$ cat src/rtl/cd_color_stabilizer_pkg.sv
// Shared definitions for the colour stabilizer: colour codes, event FSM states,
// default timing parameters and the stable-colour to LED decode.
package cd_color_stabilizer_pkg;

  localparam logic [1:0] COL_NONE  = 2'd0;
  localparam logic [1:0] COL_RED   = 2'd1;
  localparam logic [1:0] COL_GREEN = 2'd2;
  localparam logic [1:0] COL_BLUE  = 2'd3;

  // One full detector G/R/B/clear pass at 1 MHz
  localparam int DEFAULT_SAMPLE_PERIOD = 1501;
  localparam int DEFAULT_CONFIRM_COUNT = 3;
  localparam int DEFAULT_TALLY_W       = 8;

  typedef enum logic {
    S_IDLE = 1'b0,
    S_PEND = 1'b1
  } evt_state_e;

  function automatic logic [2:0] color_to_led(input logic [1:0] c);
    logic [2:0] led;
    case (c)
      COL_RED:   led = 3'b100;
      COL_GREEN: led = 3'b010;
      COL_BLUE:  led = 3'b001;
      default:   led = 3'b000;
    endcase
    return led;
  endfunction

endpackage

$ cat src/rtl/cd_sample_debounce.sv
// Samples the detector colour once per SAMPLE_PERIOD and pulses o_confirm for one
// cycle when a non-zero colour has been seen CONFIRM_COUNT times in a row.
module cd_sample_debounce
  import cd_color_stabilizer_pkg::*;
#(
  parameter int SAMPLE_PERIOD = DEFAULT_SAMPLE_PERIOD,
  parameter int CONFIRM_COUNT = DEFAULT_CONFIRM_COUNT
) (
  input  logic       clk_1MHz,
  input  logic       rst_n,
  input  logic [1:0] i_color,
  output logic [1:0] o_candidate,
  output logic       o_confirm
);

  localparam int PW = (SAMPLE_PERIOD > 1) ? $clog2(SAMPLE_PERIOD) : 1;
  localparam int RW = $clog2(CONFIRM_COUNT + 1);
  localparam logic [PW-1:0] PRESC_LAST = PW'(SAMPLE_PERIOD - 1);
  localparam logic [RW-1:0] RUN_MAX    = RW'(CONFIRM_COUNT);

  logic [PW-1:0] r_presc;
  logic [1:0]    r_candidate;
  logic [RW-1:0] r_runCount;
  logic          r_confirm;

  logic          w_tick;
  logic          w_same;
  logic [RW-1:0] w_nextRun;

  assign w_tick = (r_presc == PRESC_LAST);
  assign w_same = (i_color == r_candidate);

  always_comb begin
    w_nextRun = r_runCount;
    if (i_color == COL_NONE) begin
      w_nextRun = '0;
    end else if (w_same) begin
      w_nextRun = (r_runCount == RUN_MAX) ? RUN_MAX : r_runCount + RW'(1);
    end else begin
      w_nextRun = RW'(1);
    end
  end

  // In every branch the new candidate equals the sample itself, so it is loaded
  // unconditionally; the confirm pulse marks only the first arrival at RUN_MAX.
  always_ff @(posedge clk_1MHz or negedge rst_n) begin
    if (!rst_n) begin
      r_presc     <= '0;
      r_candidate <= COL_NONE;
      r_runCount  <= '0;
      r_confirm   <= 1'b0;
    end else begin
      r_presc   <= w_tick ? '0 : r_presc + PW'(1);
      r_confirm <= 1'b0;
      if (w_tick) begin
        r_candidate <= i_color;
        r_runCount  <= w_nextRun;
        r_confirm   <= (w_nextRun == RUN_MAX) && !(w_same && (r_runCount == RUN_MAX));
      end
    end
  end

  assign o_candidate = r_candidate;
  assign o_confirm   = r_confirm;

endmodule

$ cat src/rtl/cd_color_stabilizer.sv
// Debounced colour stage: turns confirmed colours into valid/ready events,
// keeps saturating per-colour tallies and drives the RGB LED.
module cd_color_stabilizer
  import cd_color_stabilizer_pkg::*;
#(
  parameter int SAMPLE_PERIOD = DEFAULT_SAMPLE_PERIOD,
  parameter int CONFIRM_COUNT = DEFAULT_CONFIRM_COUNT,
  parameter int TALLY_W       = DEFAULT_TALLY_W
) (
  input  logic               clk_1MHz,
  input  logic               rst_n,
  input  logic [1:0]         color,
  input  logic               evt_ready,
  output logic               evt_valid,
  output logic [1:0]         evt_color,
  output logic [7:0]         evt_seq,
  output logic               evt_ovf,
  output logic [1:0]         stable_color,
  output logic [2:0]         led_rgb,
  output logic [TALLY_W-1:0] red_total,
  output logic [TALLY_W-1:0] green_total,
  output logic [TALLY_W-1:0] blue_total
);

  logic [1:0] w_candidate;
  logic       w_confirm;
  logic       w_load;
  evt_state_e r_state;

  cd_sample_debounce #(
    .SAMPLE_PERIOD(SAMPLE_PERIOD),
    .CONFIRM_COUNT(CONFIRM_COUNT)
  ) u_debounce (
    .clk_1MHz   (clk_1MHz),
    .rst_n      (rst_n),
    .i_color    (color),
    .o_candidate(w_candidate),
    .o_confirm  (w_confirm)
  );

  // A run of the colour already on display is not news and is dropped here
  assign w_load = w_confirm && (w_candidate != stable_color);

  always_ff @(posedge clk_1MHz or negedge rst_n) begin
    if (!rst_n) begin
      r_state   <= S_IDLE;
      evt_valid <= 1'b0;
      evt_color <= COL_NONE;
      evt_seq   <= '0;
      evt_ovf   <= 1'b0;
    end else begin
      case (r_state)
        S_IDLE: begin
          if (w_load) begin
            r_state   <= S_PEND;
            evt_valid <= 1'b1;
            evt_color <= w_candidate;
            evt_seq   <= evt_seq + 8'd1;
          end
        end
        S_PEND: begin
          if (w_load) begin
            if (!evt_ready) evt_ovf <= 1'b1;
            evt_valid <= 1'b1;
            evt_color <= w_candidate;
            evt_seq   <= evt_seq + 8'd1;
          end else if (evt_ready) begin
            r_state   <= S_IDLE;
            evt_valid <= 1'b0;
          end
        end
        default: begin
          r_state   <= S_IDLE;
          evt_valid <= 1'b0;
        end
      endcase
    end
  end

  always_ff @(posedge clk_1MHz or negedge rst_n) begin
    if (!rst_n) begin
      stable_color <= COL_NONE;
      red_total    <= '0;
      green_total  <= '0;
      blue_total   <= '0;
    end else if (w_load) begin
      stable_color <= w_candidate;
      case (w_candidate)
        COL_RED:   if (red_total   != '1) red_total   <= red_total   + TALLY_W'(1);
        COL_GREEN: if (green_total != '1) green_total <= green_total + TALLY_W'(1);
        COL_BLUE:  if (blue_total  != '1) blue_total  <= blue_total  + TALLY_W'(1);
        default: ;
      endcase
    end
  end

  assign led_rgb = color_to_led(stable_color);

endmodule

$ cat config.mk
export PLATFORM = sky130hd
export DESIGN_NAME = cd_color_stabilizer
export DESIGN_NICKNAME = d
export VERILOG_FILES = /design/src/rtl/cd_color_stabilizer_pkg.sv /design/src/rtl/cd_sample_debounce.sv /design/src/rtl/cd_color_stabilizer.sv
export SDC_FILE = /design/constraint.sdc
export NUM_CORES = 1
export LEC_CHECK = 0
export ABC_AREA = 1
export CAP_MARGIN = 20
export CORE_MARGIN = 3
export CORE_UTILIZATION = 30
export DETAILED_ROUTE_END_ITERATION = 12
export PLACE_DENSITY = 0.52
export SLEW_MARGIN = 40
export SYNTH_ARGS = -nofsm -noshare
export SYNTH_HDL_FRONTEND = slang
export SYNTH_HIERARCHICAL = 1
export SYNTH_SLANG_ARGS = --single-unit
$ cat constraint.sdc
create_clock -name clk_1MHz -period 1.55 [get_ports clk_1MHz]
set_input_delay 0.2325 -clock clk_1MHz [delete_from_list [all_inputs] [get_ports clk_1MHz]]
set_output_delay 0.2325 -clock clk_1MHz [all_outputs]
set_load 0.005 [all_outputs]
==> results by group <==
CTS
  – Clock latency on the worst-skew pair: 0.31 ns
  – Depth of the CTS H-tree: 2
  – Root Buffer Master: clkbuf_8
  – Sink Count: 53
  – Buffer levels on the longest clock path: 2
  – Register clock-pin slew on the reported worst setup and hold paths: around 0.1 ns
  – Clock tree from TritonCTS: yes
  – TritonCTS buffer count: 5

GRT
  – Initial antenna violation count: 0
  – Tot GR Track Use: a little under an eighth
  – Via count of the first global-routing pass: approximately 2500
  – Pin count of the biggest net entering global routing: 54
  – Residual overflow from global routing: 0
  – Wire length of the first global-routing pass: approximately 11000 um

Routing
  – Post-route ant nets: 0
  – DR WL/cell: 10.27 um
  – Post-detailed-route via-to-cell ratio: 4.326
  – Routed wire length: between 6000 and 7000 um
  – Residual DRC count: 0
  – Starting DRC count in detailed routing: 78
  – TritonRoute pass-1 iters: 4
  – Vias after detailed routing: 2643

Timing
  – Unrepaired setup endpoints after global routing: false
  – Period minus WS final: approximately 1.5 ns
  – Final slew viol count: 0
  – Final-layout setup total negative slack: 0 ns
  – Worst slew margin: around three quarters
  – Post-Route Skew: between 0.007 and 0.008 ns
  – Finish-stage setup viols: 0
  – Minimum hold slack: ~0.44 ns
  – Crit share post-route: between 90% and 100%
  – Upper clock frequency limit: around 670 MHz
  – Tightest Pin Transition: ~0.37 ns
  – Final hold vios: 0

Logic synthesis
  – Post-synthesis adder-cell area fraction: 2.494%
  – Syn Area/Cell: 7.451 sq um
  – XOR/XNOR Fraction of Synth Area: roughly 4.4%
  – Gate count after technology mapping: just over 400
  – Share of the synthesized area in compound gates (AO/OA/AOI/OAI): 2.868%
  – Post-synthesis cell type count: 31
  – Synthesis Warnings: 6
  – Post-synth net total: slightly above 400
  – Portion of the post-synthesis area used by sequential elements: 44.06%
  – Mux share of post-synthesis cell area: 0%
  – Post-synthesis cell area: roughly 0.0030 sq mm
  – Main combinational cell family by area after synthesis: simple AND/OR/NAND/NOR gates
  – Number of storage elements in the synthesis netlist: 53
  – Synthesized-area fraction occupied by and/or/nand/nor cells: roughly two fifths

Floorplanning
  – Initial core utilization: 31.68%
  – Floorplan row count: 35
  – Area of the core: 0.009503 sq mm
  – Number of primary I/O pins: 46
  – Die X-Extent: between 100 and 150 um
  – Vertical die dimension: 106.2 um
  – Area of the die: 0.01127 sq mm

Final layout
  – Area added between synthesis and finish: 32.42%
  – Share of final-layout standard cells stronger than drive strength 1: 16.60%
  – Number of standard cells in the final layout excluding fillers: 611
  – Nets: 492
  – Ant diodes: 0
  – Filler cells: between 900 and 1000
  – Post-route cell area: 0.003986 sq mm

Setup path
  – Register-to-register setup slack: about 0.12 ns
  – Worst-path fanout max: 6
  – Worst Setup Start Kind: flop
  – Worst reg2reg startpoint: stable_color[1]
  – Depth of the most critical reg-to-reg path: 9
  – Cell type of the slowest stage on the worst timing path: clkdlybuf4s50_1
  – Number of buffers and inverters on the critical path: 1
  – Gate family responsible for the most delay along the worst path: buffers and inverters
  – Critical path data required time: 1.32 ns
  – Nature of the critical path endpoint: output port
  – Crit Reg-Reg Endpoint: red_total[1]
  – Startpoint-to-endpoint class of the critical path: flop to output port
  – Crit path arrival time: 1.26 ns
  – Cell chain of the critical path: clkdlybuf4s50_1
  – Largest stage delay on the critical path: around 0.52 ns

Power and ir drop
  – Static leakage: ~2.1 nW
  – IR drop worst, VDD: 0.2902 mV
  – Pwr/cell area: 576.4 mW/mm^2

Placed design
  – Total cell area at the placement stage: 0.003667 sq mm
  – GPL Wtd Cong: between 0.7 and 0.8
  – Number of cells in the design after placement: approximately 580
  – Placed wire-length estimate after detailed placement: roughly 4500 um
  – Total of buffers placed on input and output ports: 45

Run
  – Number of max-cap violations: 0

Hold path
  – Tightest Hold Check Type: input pin to asynchronous set/reset pin

Run status
  – Run status: completed
power by group:
part / switching, mW / internal (mW)
clock network: 0.447 / 0.405
logic: 0.0404 / 0.0218
registers: 0.000973 / 1.38
placed cells by master (no fill, tap or decap), types with 2 or more instances in the layout:
master           instances
a21oi_1                  3
xnor2_1                  3
inv_1                   46
inv_2                    4
dlymetal6s2s_1           4
nor2_1                  31
o21ai_0                  7
nand3b_1                 4
nand3_4                  3
nand2_1                170
xor2_1                  12
buf_6                    2
nand2_4                  3
nand4_1                  8
clkbuf_8                 7
nor2_2                   4
ha_1                     6
dfrtp_2                 12
buf_4                   25
dfrtp_1                 41
clkdlybuf4s50_1         33
nand3_1                 19
o21ai_2                  2
nor3_1                   3
or2_2                    2
nand2_2                  4
nor2_4                   4
dlygate4sd2_1            7
cells in the mapped netlist (all sizes together):
cell type | n | share of area (%)
nand2 | 178 | 23
dfrtp | 53 | 44
inv | 51 | 6.4
nor2 | 39 | 6.1
nand3 | 23 | 4.8
xor2 | 12 | 3.5
o21ai | 10 | 1.9
nand4 | 8 | 1.7
ha | 6 | 2.5
nand3b | 5 | 1.4
buf | 4 | 1.2
nor3 | 4 | 1.0
a21oi | 3 | 0.50
xnor2 | 3 | 0.87
or2 | 2 | 0.42
a31oi | 1 | 0.21
nor3b | 1 | 0.25
o21bai | 1 | 0.25
per-stage QoR:
| step | utilization, % | power, mW | setup WS [ns] |
|---|---|---|---|
| after floorplan | - | 1.424 | 0.1869 |
| after detailed placement | 38.59 | 1.475 | 0.1557 |
| final | 41.95 | 2.298 | 0.06179 |
| after global placement | 38.59 | 1.476 | 0.1384 |
| after global routing | 41.95 | 2.425 | 0.004676 |
| after CTS | 40.24 | 2.367 | 0.005062 |
worst max-delay path by stage:
stage,start,to,depth (start not counted)
final,evt_seq[4],evt_seq[4],1
after global routing,red_total[7],red_total[7],1
after floorplan,green_total[0],green_total[0],7
after global placement,stable_color[1],led_rgb[1],3
after detailed placement,red_total[1],red_total[4],8
after CTS,green_total[4],green_total[4],1
flip-flops by register name, summed over array words and instances, names as in the netlist:
signal                  count
blue_total                  8
evt_ovf                     1
evt_seq                     8
evt_valid                   1
green_total                 8
r_state                     1
red_total                   8
stable_color                2
u_debounce/o_candidate      2
u_debounce/o_confirm        1
u_debounce/r_presc         11
u_debounce/r_runCount       2
logic make-up after synthesis:
kind of cell | count (synthesis)
flip-flops | 53
adder cells (fa/ha/maj) | 6
AND/OR/NAND/NOR | 260
buffers and inverters | 55
AO/OA/AOI/OAI | 15
XOR/XNOR | 15
cell type report:
class | instances | area, sq um | area share (%)
Sequential cell | 53 | 1341 | 33.65
Multi-Input combinational cell | 296 | 1496 | 37.54
Clock buffer | 7 | 96.34 | 2.417
Timing Repair Buffer | 74 | 686.9 | 17.23
Inverter | 51 | 198.9 | 4.991
Tap cell | 129 | 161.4 | 4.049
Clock inverter | 1 | 5.005 | 0.1255
layer usage:
metal | track usage, % | vias up | routed length (um)
li1 | - | 1393 | -
met2 | 20.50 | 38 | 3020
met3 | 2.429 | 7 | 272
met4 | 2.775 | 0 | 36
met1 | 14.77 | 1205 | 2945
met5 | 0 | - | 0
timing repair:
item / CTS / global route
endpoints found under the setup margin: 9 / 48
hold buffers: 1 / 0
buffers inserted: 6 / 12
endpoints found under the hold margin: 53 / 0
gates resized for setup: 12 / 26
pin swaps: 0 / 9
Power figures use the tool's default switching activity.
